==> src/rtl/lsu_pkg.sv <==
// Shared definitions for the load/store unit: RV32I width codes, FSM states
// and the request legality check used at acceptance time.
package lsu_pkg;

    localparam logic [2:0] F3_B  = 3'b000;
    localparam logic [2:0] F3_H  = 3'b001;
    localparam logic [2:0] F3_W  = 3'b010;
    localparam logic [2:0] F3_BU = 3'b100;
    localparam logic [2:0] F3_HU = 3'b101;

    typedef enum logic [2:0] {
        ST_IDLE = 3'd0,
        ST_RD   = 3'd1,
        ST_DATA = 3'd2,
        ST_WR   = 3'd3,
        ST_RESP = 3'd4
    } lsu_state_e;

    // Unsigned widths exist only for loads, so BU/HU are illegal when storing.
    function automatic logic req_error(input logic we, input logic [2:0] funct3,
                                       input logic [1:0] addr_lo);
        logic legal;
        logic misaligned;
        legal      = 1'b0;
        misaligned = 1'b0;
        case (funct3)
            F3_B:  legal = 1'b1;
            F3_H:  begin legal = 1'b1; misaligned = addr_lo[0]; end
            F3_W:  begin legal = 1'b1; misaligned = |addr_lo; end
            F3_BU: legal = !we;
            F3_HU: begin legal = !we; misaligned = addr_lo[0]; end
            default: legal = 1'b0;
        endcase
        return !legal || misaligned;
    endfunction

endpackage

==> src/rtl/lsu_align.sv <==
// Combinational lane logic: extracts and extends load data from a memory word
// and merges sub-word store data into the word read back from memory.
module lsu_align
    import lsu_pkg::*;
(
    input  logic [2:0]  funct3_i,
    input  logic [1:0]  addr_lo_i,
    input  logic [31:0] rdata_i,
    input  logic [15:0] wdata_i,
    output logic [31:0] load_data_o,
    output logic [31:0] merged_o
);

    logic [7:0]  byte_sel;
    logic [15:0] half_sel;

    always_comb begin
        byte_sel = rdata_i[7:0];
        case (addr_lo_i)
            2'd0: byte_sel = rdata_i[7:0];
            2'd1: byte_sel = rdata_i[15:8];
            2'd2: byte_sel = rdata_i[23:16];
            2'd3: byte_sel = rdata_i[31:24];
            default: byte_sel = rdata_i[7:0];
        endcase
        half_sel = addr_lo_i[1] ? rdata_i[31:16] : rdata_i[15:0];
    end

    always_comb begin
        load_data_o = rdata_i;
        case (funct3_i)
            F3_B:  load_data_o = {{24{byte_sel[7]}}, byte_sel};
            F3_H:  load_data_o = {{16{half_sel[15]}}, half_sel};
            F3_BU: load_data_o = {24'd0, byte_sel};
            F3_HU: load_data_o = {16'd0, half_sel};
            default: load_data_o = rdata_i;
        endcase
    end

    // Little-endian merge: only the addressed lane changes.
    always_comb begin
        merged_o = rdata_i;
        case (funct3_i)
            F3_B: begin
                case (addr_lo_i)
                    2'd0: merged_o[7:0]   = wdata_i[7:0];
                    2'd1: merged_o[15:8]  = wdata_i[7:0];
                    2'd2: merged_o[23:16] = wdata_i[7:0];
                    2'd3: merged_o[31:24] = wdata_i[7:0];
                    default: merged_o = rdata_i;
                endcase
            end
            F3_H: begin
                if (addr_lo_i[1]) merged_o[31:16] = wdata_i;
                else              merged_o[15:0]  = wdata_i;
            end
            default: merged_o = rdata_i;
        endcase
    end

endmodule

==> src/rtl/load_store_unit.sv <==
// RV32I load/store unit: one request at a time, word-wide data memory with a
// registered read port; sub-word stores are done as read-modify-write.
module load_store_unit
    import lsu_pkg::*;
(
    input  logic        clock,
    input  logic        reset_n,
    input  logic        req_valid,
    output logic        req_ready,
    input  logic        req_we,
    input  logic [2:0]  req_funct3,
    input  logic [31:0] req_addr,
    input  logic [31:0] req_wdata,
    output logic        resp_valid,
    output logic [31:0] resp_rdata,
    output logic        resp_error,
    output logic [31:0] mem_addr,
    output logic [31:0] mem_wdata,
    output logic        mem_rw,
    input  logic [31:0] mem_rdata
);

    lsu_state_e  state_q, state_d;
    logic        we_q, we_d;
    logic [2:0]  funct3_q, funct3_d;
    logic [31:0] addr_q, addr_d;
    logic [31:0] wdata_q, wdata_d;
    logic        err_q, err_d;
    logic [31:0] rdata_q, rdata_d;
    logic        req_err;
    logic [31:0] load_data;
    logic [31:0] merged;

    lsu_align u_align (
        .funct3_i    (funct3_q),
        .addr_lo_i   (addr_q[1:0]),
        .rdata_i     (mem_rdata),
        .wdata_i     (wdata_q[15:0]),
        .load_data_o (load_data),
        .merged_o    (merged)
    );

    always_comb begin
        state_d   = state_q;
        we_d      = we_q;
        funct3_d  = funct3_q;
        addr_d    = addr_q;
        wdata_d   = wdata_q;
        err_d     = err_q;
        rdata_d   = rdata_q;
        req_ready = 1'b0;
        mem_rw    = 1'b0;
        mem_wdata = 32'd0;
        req_err   = req_error(req_we, req_funct3, req_addr[1:0]);
        case (state_q)
            ST_IDLE: begin
                req_ready = 1'b1;
                if (req_valid) begin
                    we_d     = req_we;
                    funct3_d = req_funct3;
                    addr_d   = req_addr;
                    wdata_d  = req_wdata;
                    err_d    = req_err;
                    if (req_err)                         state_d = ST_RESP;
                    else if (req_we && req_funct3 == F3_W) state_d = ST_WR;
                    else                                 state_d = ST_RD;
                end
            end
            ST_RD: state_d = ST_DATA;
            ST_DATA: begin
                mem_wdata = merged;
                mem_rw    = we_q;
                rdata_d   = we_q ? 32'd0 : load_data;
                state_d   = ST_RESP;
            end
            ST_WR: begin
                mem_rw    = 1'b1;
                mem_wdata = wdata_q;
                state_d   = ST_RESP;
            end
            ST_RESP: begin
                rdata_d = 32'd0;
                state_d = ST_IDLE;
            end
            default: state_d = ST_IDLE;
        endcase
    end

    always_ff @(posedge clock or negedge reset_n) begin
        if (!reset_n) begin
            state_q  <= ST_IDLE;
            we_q     <= 1'b0;
            funct3_q <= 3'd0;
            addr_q   <= 32'd0;
            wdata_q  <= 32'd0;
            err_q    <= 1'b0;
            rdata_q  <= 32'd0;
        end else begin
            state_q  <= state_d;
            we_q     <= we_d;
            funct3_q <= funct3_d;
            addr_q   <= addr_d;
            wdata_q  <= wdata_d;
            err_q    <= err_d;
            rdata_q  <= rdata_d;
        end
    end

    assign resp_valid = (state_q == ST_RESP);
    assign resp_error = resp_valid && err_q;
    assign resp_rdata = rdata_q;
    assign mem_addr   = {2'b00, addr_q[31:2]};

endmodule
==> config.mk <==
export PLATFORM = sky130hd
export DESIGN_NAME = load_store_unit
export DESIGN_NICKNAME = d
export VERILOG_FILES = /design/src/rtl/lsu_pkg.sv /design/src/rtl/lsu_align.sv /design/src/rtl/load_store_unit.sv
export SDC_FILE = /design/constraint.sdc
export NUM_CORES = 1
export LEC_CHECK = 0
export CAP_MARGIN = 30
export CORE_ASPECT_RATIO = 1.1
export CORE_MARGIN = 4
export CORE_UTILIZATION = 45
export DETAILED_ROUTE_END_ITERATION = 6
export PLACE_DENSITY_LB_ADDON = 0.15
export SLEW_MARGIN = 0
export SYNTH_ARGS = -nofsm -noshare
export SYNTH_HDL_FRONTEND = slang
export SYNTH_SLANG_ARGS = --single-unit
==> constraint.sdc <==
create_clock -name clock -period 2.42 [get_ports clock]
set_input_delay 0.242 -clock clock [delete_from_list [all_inputs] [get_ports clock]]
set_output_delay 0.242 -clock clock [all_outputs]
set_load 0.1 [all_outputs]
==> flow_metrics.env <==
export IMPL_die_w_um=114.0
export IMPL_clock_fmax_ghz=0.4222
export IMPL_ios=203
export IMPL_syn2layout_area_growth_pct=49.72
export IMPL_path_clk_slew_ns=0.07
export IMPL_final_cells=860
export IMPL_finalCriticalPeriod_ns=2.369
export IMPL_vias=4981
export IMPL_clk_path_buf_depth=2
export IMPL_worst_r2r_path_depth=5
export IMPL_synth_main_ff_cell="dfrtp_1"
export IMPL_synth_seq_cells=104
export IMPL_muxShareOfSynthArea_pct=14.50
export IMPL_min_path_type="input port to register"
export IMPL_antenna_found_initial=0
export IMPL_nFillCells=907
export IMPL_power_frac_comb_pct=51.0
export IMPL_yosys_area_top_type="dfrtp_1"
export IMPL_p_clk_share_pct=17.7
export IMPL_critPathKind="register to output pin"
export IMPL_total_power_w=0.007798
export IMPL_cap_violations=0
export IMPL_use_met1_pct=33.80
export IMPL_endpoint_kind="output pin"
export IMPL_port_buffers=200
export IMPL_seqPwrFrac_pct=31.3
export IMPL_synth_compound_area_share_pct=18.59
export IMPL_worst_path_max_fanout=6
export IMPL_clk_latency_ns=0.35
export IMPL_drt_iter0_markers=376
export IMPL_core_area_um2=12090
export IMPL_seq_area_frac_synth_pct=46.75
export IMPL_status="finished clean"
export IMPL_post_route_util_pct=68.95
export IMPL_gp_congestion=0.9118
export IMPL_pre_cts_slack_ns=0.2261
export IMPL_use_met2_pct=41.80
export IMPL_routed_wl_um=18500
export IMPL_grt_pass1_wl_um=28740
export IMPL_synth_cells=533
export IMPL_p_sw_w=0.003782
export IMPL_hold_viol=0
export IMPL_htreeDepth=3
export IMPL_peakVddDrop_mv=0.8206
export IMPL_worst_ep_required_time_ns=2.18
export IMPL_synth_adder_area_share_pct=0
export IMPL_rows=42
export IMPL_root_buffer="clkbuf_16"
export IMPL_drt_first_pass_iters=5
export IMPL_grt_max_degree=105
export IMPL_met3_usage_pct=5.734
export IMPL_drtAntennaViolNets=0
export IMPL_setup_violations=0
export IMPL_start_util_pct=46.06
export IMPL_switching_share_pct=48.49
export IMPL_period_share_pct=97.88
export IMPL_drc_errors=0
export IMPL_slew_violations=0
export IMPL_drive_gt1_share_pct=34.99
export IMPL_track_usage_pct=25.71
export IMPL_hpwl_um=14050
export IMPL_syn_area_um2=5567
export IMPL_synth_edff_count=0
export IMPL_yosys_area_share_simple_pct=11.58
export IMPL_synthXorXnorAreaFrac_pct=0.1573
export IMPL_cts_buffers=9
export IMPL_power_internal_w=0.004017
export IMPL_whs_ns=0.4559
export IMPL_tritoncts="yes"
export IMPL_power_density_nw_per_um2=935.7
export IMPL_synthTopCellsByCount="104 x dfrtp_1, 61 x mux2_2, 50 x nand2_1"
export IMPL_wl_per_cell_um=21.51
export IMPL_worstPathArrival_ns=2.13
export IMPL_cellLeakagePower_nw=3.473
export IMPL_die_h_um=124.7
export IMPL_cp_start_kind="register"
export IMPL_synth_top_family_by_area="compound AO/OA/AOI/OAI gates"
export IMPL_avgSynthCellArea_um2=10.44
export IMPL_grt_pass1_vias=5141
export IMPL_yosysMostFrequentCell="dfrtp_1"
export IMPL_top_usage_layer="met2"
export IMPL_cts_setup_buffers=0
export IMPL_synth_top_cell_area_share_pct=46.75
export IMPL_yosysUniqueCellTypes=46
export IMPL_min_path_cells=3
export IMPL_dieArea_um2=14220
export IMPL_worst_slew_pin_slew_ns=0.6936
export IMPL_yosysWarnings=0
export IMPL_final_nets=804
export IMPL_synth_area_top_cells="dfrtp_1 47%, mux2_2 12%, buf_4 4.6%, a221o_1 4.3%, nand2_1 3.4%"
export IMPL_place_inst=843
export IMPL_grt_remaining_overflow=0
export IMPL_async_reset_ff_share_pct=100.0
export IMPL_insertedDiodeCount=0
export IMPL_cts_sinks=104
export IMPL_relSlewSlack_pct=53.76
export IMPL_skew_ns=0.005946
export IMPL_rsz0062_at_grt="true"
export IMPL_layout_setup_ws_ns=0.05136
export IMPL_viasPerCell=5.792
## layout by cell type (no fill, tap or decap), types with 7 or more instances in the layout
cell type | netlist | routed
nand2_1 | 50 | 49
buf_4 | 34 | 83
dfrtp_1 | 104 | 104
nand3_1 | 18 | 18
a22o_1 | 8 | 8
a221o_1 | 24 | 16
clkdlybuf4s50_1 | 0 | 101
nor2_1 | 31 | 27
o21ai_0 | 37 | 37
clkbuf_16 | 0 | 9
mux2i_1 | 9 | 9
nand2b_1 | 12 | 11
a31oi_1 | 8 | 8
o22ai_1 | 14 | 8
a21oi_1 | 14 | 14
mux2_2 | 61 | 61
buf_12 | 0 | 38
inv_1 | 9 | 9
a21boi_0 | 7 | 7
a221o_2 | 0 | 8
## through the flow
step,instance area [um^2],TNS (ns)
floorplan,5791,-2.194
global placement,7973,0
detailed placement,7973,0
CTS,8300,0
global route,8334,-0.2460
finish,8334,0
## what timing repair did
action | 4_1_cts | 5_1_grt
endpoints found under the hold margin | 40 | 0
pin swaps | 0 | 4
hold buffers | 1 | 0
resized for setup | 10 | 8
setup endpoints to repair | 31 | 31
## power by group through the flow
stage / registers, W / clock network [W] / logic (W)
floorplan: 0.00282 / 0 / 0.00263
global placement: 0.00244 / 0 / 0.00390
detailed placement: 0.00247 / 0 / 0.00394
CTS: 0.00244 / 0.00140 / 0.00396
global route: 0.00248 / 0.00148 / 0.00415
finish: 0.00244 / 0.00138 / 0.00398
## area by class of cell
| type | count | area (um^2) | area share, % |
|---|---|---|---|
| Inverter | 9 | 33.78 | 0.4053 |
| Multi-Input combinational cell | 350 | 2778 | 33.33 |
| Clock buffer | 11 | 232.7 | 2.792 |
| Timing Repair Buffer | 227 | 2454 | 29.44 |
| Tap cell | 154 | 192.7 | 2.312 |
| Clock inverter | 5 | 41.29 | 0.4954 |
| Sequential cell | 104 | 2603 | 31.23 |
## registers in the layout (all words and copies together), names as in the netlist
register / cells
addr_q: 32
resp_rdata: 32
wdata_q: 32
funct3_q: 3
state_q: 3
err_q: 1
we_q: 1
## layer usage
| metal | part of all wire (%) | vias to the layer above |
|---|---|---|
| met2 | 49 | 247 |
| met3 | 8.9 | 35 |
| li1 | - | 2256 |
| met5 | 0 | - |
| met1 | 40 | 2443 |
| met4 | 2.5 | 0 |
## worst max-delay path, stage by stage, from the launching register on
cell and delay (ns):
dfrtp_1 0.40, buf_4 0.18, or2_2 0.34, a2bb2oi_1 0.15
a21o_1 0.22, a211oi_4 0.27, buf_12 0.21
## kinds of logic (layout without fill, tap and decap cells)
logic type / count (synthesis) / after routing
buffers and inverters: 80 / 252
multiplexers: 72 / 72
flip-flops: 104 / 104
AND/OR/NAND/NOR: 134 / 134
AO/OA/AOI/OAI: 141 / 141
other: 1 / 2
XOR/XNOR: 1 / 1
## path summary, 6_finish.rpt
check | start | end | slack, ns
hold / removal | req_wdata[6] | wdata_q[6] | 0.46
setup / recovery | funct3_q[2] | mem_wdata[24] | 0.05
setup reg to reg | addr_q[0] | resp_rdata[15] | 0.20
hold reg to reg | resp_rdata[7] | resp_rdata[7] | 0.48
min in group asynchronous | reset_n | resp_rdata[23] | 0.50
max in group asynchronous | reset_n | wdata_q[13] | 1.49
(Power assumes the default switching activity.)
==> edit: new RTL, config.mk and constraints unchanged <==
Encoding of `lsu_state_e`: now one-hot (5 bits for 5 states).
--- a/src/rtl/lsu_pkg.sv
+++ b/src/rtl/lsu_pkg.sv
@@ -9,10 +9,10 @@
     localparam logic [2:0] F3_HU = 3'b101;
 
-    typedef enum logic [2:0] {
-        ST_IDLE = 3'd0,
-        ST_RD   = 3'd1,
-        ST_DATA = 3'd2,
-        ST_WR   = 3'd3,
-        ST_RESP = 3'd4
+    typedef enum logic [4:0] {
+        ST_IDLE = 5'b00001,
+        ST_RD   = 5'b00010,
+        ST_DATA = 5'b00100,
+        ST_WR   = 5'b01000,
+        ST_RESP = 5'b10000
     } lsu_state_e;
 
Behaviour: same outputs for any inputs over 10 cycles, from zero or initial values and one cycle with reset_n low; not proved beyond that.
==> edit against the unedited design <==
- die area increased by 0.71%
- maximum frequency increased by 0.91%
- power grew 45%
- design area grew 0.83%
- routed wire length is 4.5% lower
- sequential cell count up 2
- area after synthesis is 0.76% higher
- worst setup slack improved by 21 ps
- synthesized cell count is 2.4% lower
- clock skew rose by 1.2 ps
- core utilization increased by 0.27 points
- largest power group unchanged
==> edit: results (changes against the unedited design) <==
Placed design
  – Port-buffer cells: 200 (unchanged)
  – Cell Area, Placed: 0.00798 sq mm (+0.11%)
  – RD Place Congestion: 0.938 (+2.8%)
  – DPL Wire Length: 13400 um (-4.7%)
  – Setup Slack @ Placement: 79.5 ps (-147 ps)

Synth
  – Ranking of synthesized cells by area: dfrtp_1 (47%), mux2_2 (16%), buf_4 (4.3%)
  – Synth Flop Type: dfrtp_1
  – Yosys top cell area share: 0.468 (+0.000916)
  – Yosys warning total: 0 (unchanged)
  – Seq/Total Area, Yosys: 0.473 (+0.00560)
  – Post-synth cell types: 44 (-4.3%)
  – Most frequent cells after synthesis: dfrtp_1 (105), mux2_2 (78), nand2_1 (48), buf_4 (32), o21ai_0 (32)
  – Asr flop ratio synth: 1.00 (unchanged)

Worst setup path
  – CP top delay family: simple AND/OR/NAND/NOR gates
  – Slowest CP cell: dfrtp_2
  – CP startpoint: state_q[4]
  – Reg2reg start: addr_q[1]
  – CP Max Fanout: 16 (+10)
  – CP peak stage delay: 450 ps (+50 ps)
  – Critical Path AT: 2110 ps (-20 ps)

Routing
  – First DRT Iteration DRCs: 342 (-9.0%)
  – Post-DR vias/cell: 5.59 (-3.5%)
  – WL/cell: 20.6 um (-4.1%)
  – TritonRoute pass-1 iters: 5 (unchanged)

Global route
  – Gr usage total: 0.247 (-0.0103)
  – Pin count of the biggest net entering global routing: 72 (-31%)
  – Initial antenna violation count: 1 (+1)
  – Gr ovfl total: 0 (unchanged)
  – Vias in the first global route: 4887 (-4.9%)
  – First-pass GRT wire length: 27300 um (-4.9%)

Clock network
  – Clock buffer depth: 2 (unchanged)
  – Skew-Pair Late Insertion Delay: 360 ps
  – Root buffer cell: clkbuf_16
  – H-Tree Depth: 3 (unchanged)
  – Worst-path clk slew: 70 ps (about the same)
  – Total CTS buffers: 9 (unchanged)

Min path
  – Worst hold path class: primary input to async pin

Power and ir drop
  – Switching portion of total power: 0.521 (+0.0359)
  – Peak supply drop: 1190 uV (+45%)
  – Leakage: 3.72 nW (+7.2%)

Timing
  – Clock Skew: 7.20 ps (+1.25 ps)
  – Tightest Pin Transition: 573 ps (-121 ps)

Outcome
  – Status: finished clean

Layout
  – Layout cells sized above 1: 0.391 (+0.0410)
  – Nets@finish: 799 (-0.62%)
==> edit: cell types whose count changed after synthesis, moves of 7 or more <==
cell	delta
nand3_1	-12
a21boi_0	-7
nor2_1	-7
clkbuf_1	+12
mux2_2	+17
a221o_1	-8
buf_2	-16
nand3b_1	+10
a32o_1	+7
o22ai_1	-14
a21oi_1	-9
==> edit: logic make-up after synthesis <==
kind of cell,synth area share
buf+inv,0.0767
mux,0.187
simple gates,0.117
xor+xnor,0.00156
compound gates,0.144
flops,0.473
other cells,0.000669
==> edit: stage by stage <==
step,util,cells
2_1_floorplan,-,521
3_3_place_gp,0.657,834
3_5_place_dp,0.657,834
4_1_cts,0.687,853
5_1_grt,0.692,856
6_report,0.692,856
==> edit: layout make-up <==
cell class,instances,area (sq um)
clock buffer,13,270
sequential,106,2660
inverter,11,41.3
timing repair buffer,231,2460
clock inverter,3,43.8
tap,154,193
fill,923,3740
multi-input combinational,337,2740
antenna,1,2.50
==> edit: path summary, 6_finish.rpt <==
kind,slack (ps),end,depth (start not counted)
worst max register to register,380,resp_rdata[18],5
max in group asynchronous,1310,state_q[0],3
worst min-delay path,410,resp_rdata[26],2
min in group clock,480,resp_rdata[2],2
worst min register to register,480,resp_rdata[2],2
worst max-delay path,70,mem_wdata[25],5
==> edit: power groups by stage <==
stage | sequential, mW | clock (mW) | combinational [mW]
final | 3.14 | 1.56 | 6.62
after global routing | 3.22 | 1.66 | 6.93
after CTS | 3.12 | 1.58 | 6.58
after detailed placement | 3.15 | 0 | 6.54
after global placement | 3.10 | 0 | 6.48
after floorplan | 3.69 | 0 | 4.65
==> edit: layer usage <==
| metal | GRT usage | part of all wire |
|---|---|---|
| met1 | 0.332 | 0.42 |
| met2 | 0.397 | 0.49 |
| met3 | 0.0474 | 0.072 |
| met4 | 0.0867 | 0.023 |
| met5 | 0 | 0 |
==> edit: timing repair <==
action,in CTS,in global routing
endpoints found under the setup margin,16,24
hold endpoints to repair,39,0
pin swaps,1,0
buffers inserted,2,2
gates resized for setup,6,10
hold buffers,1,0
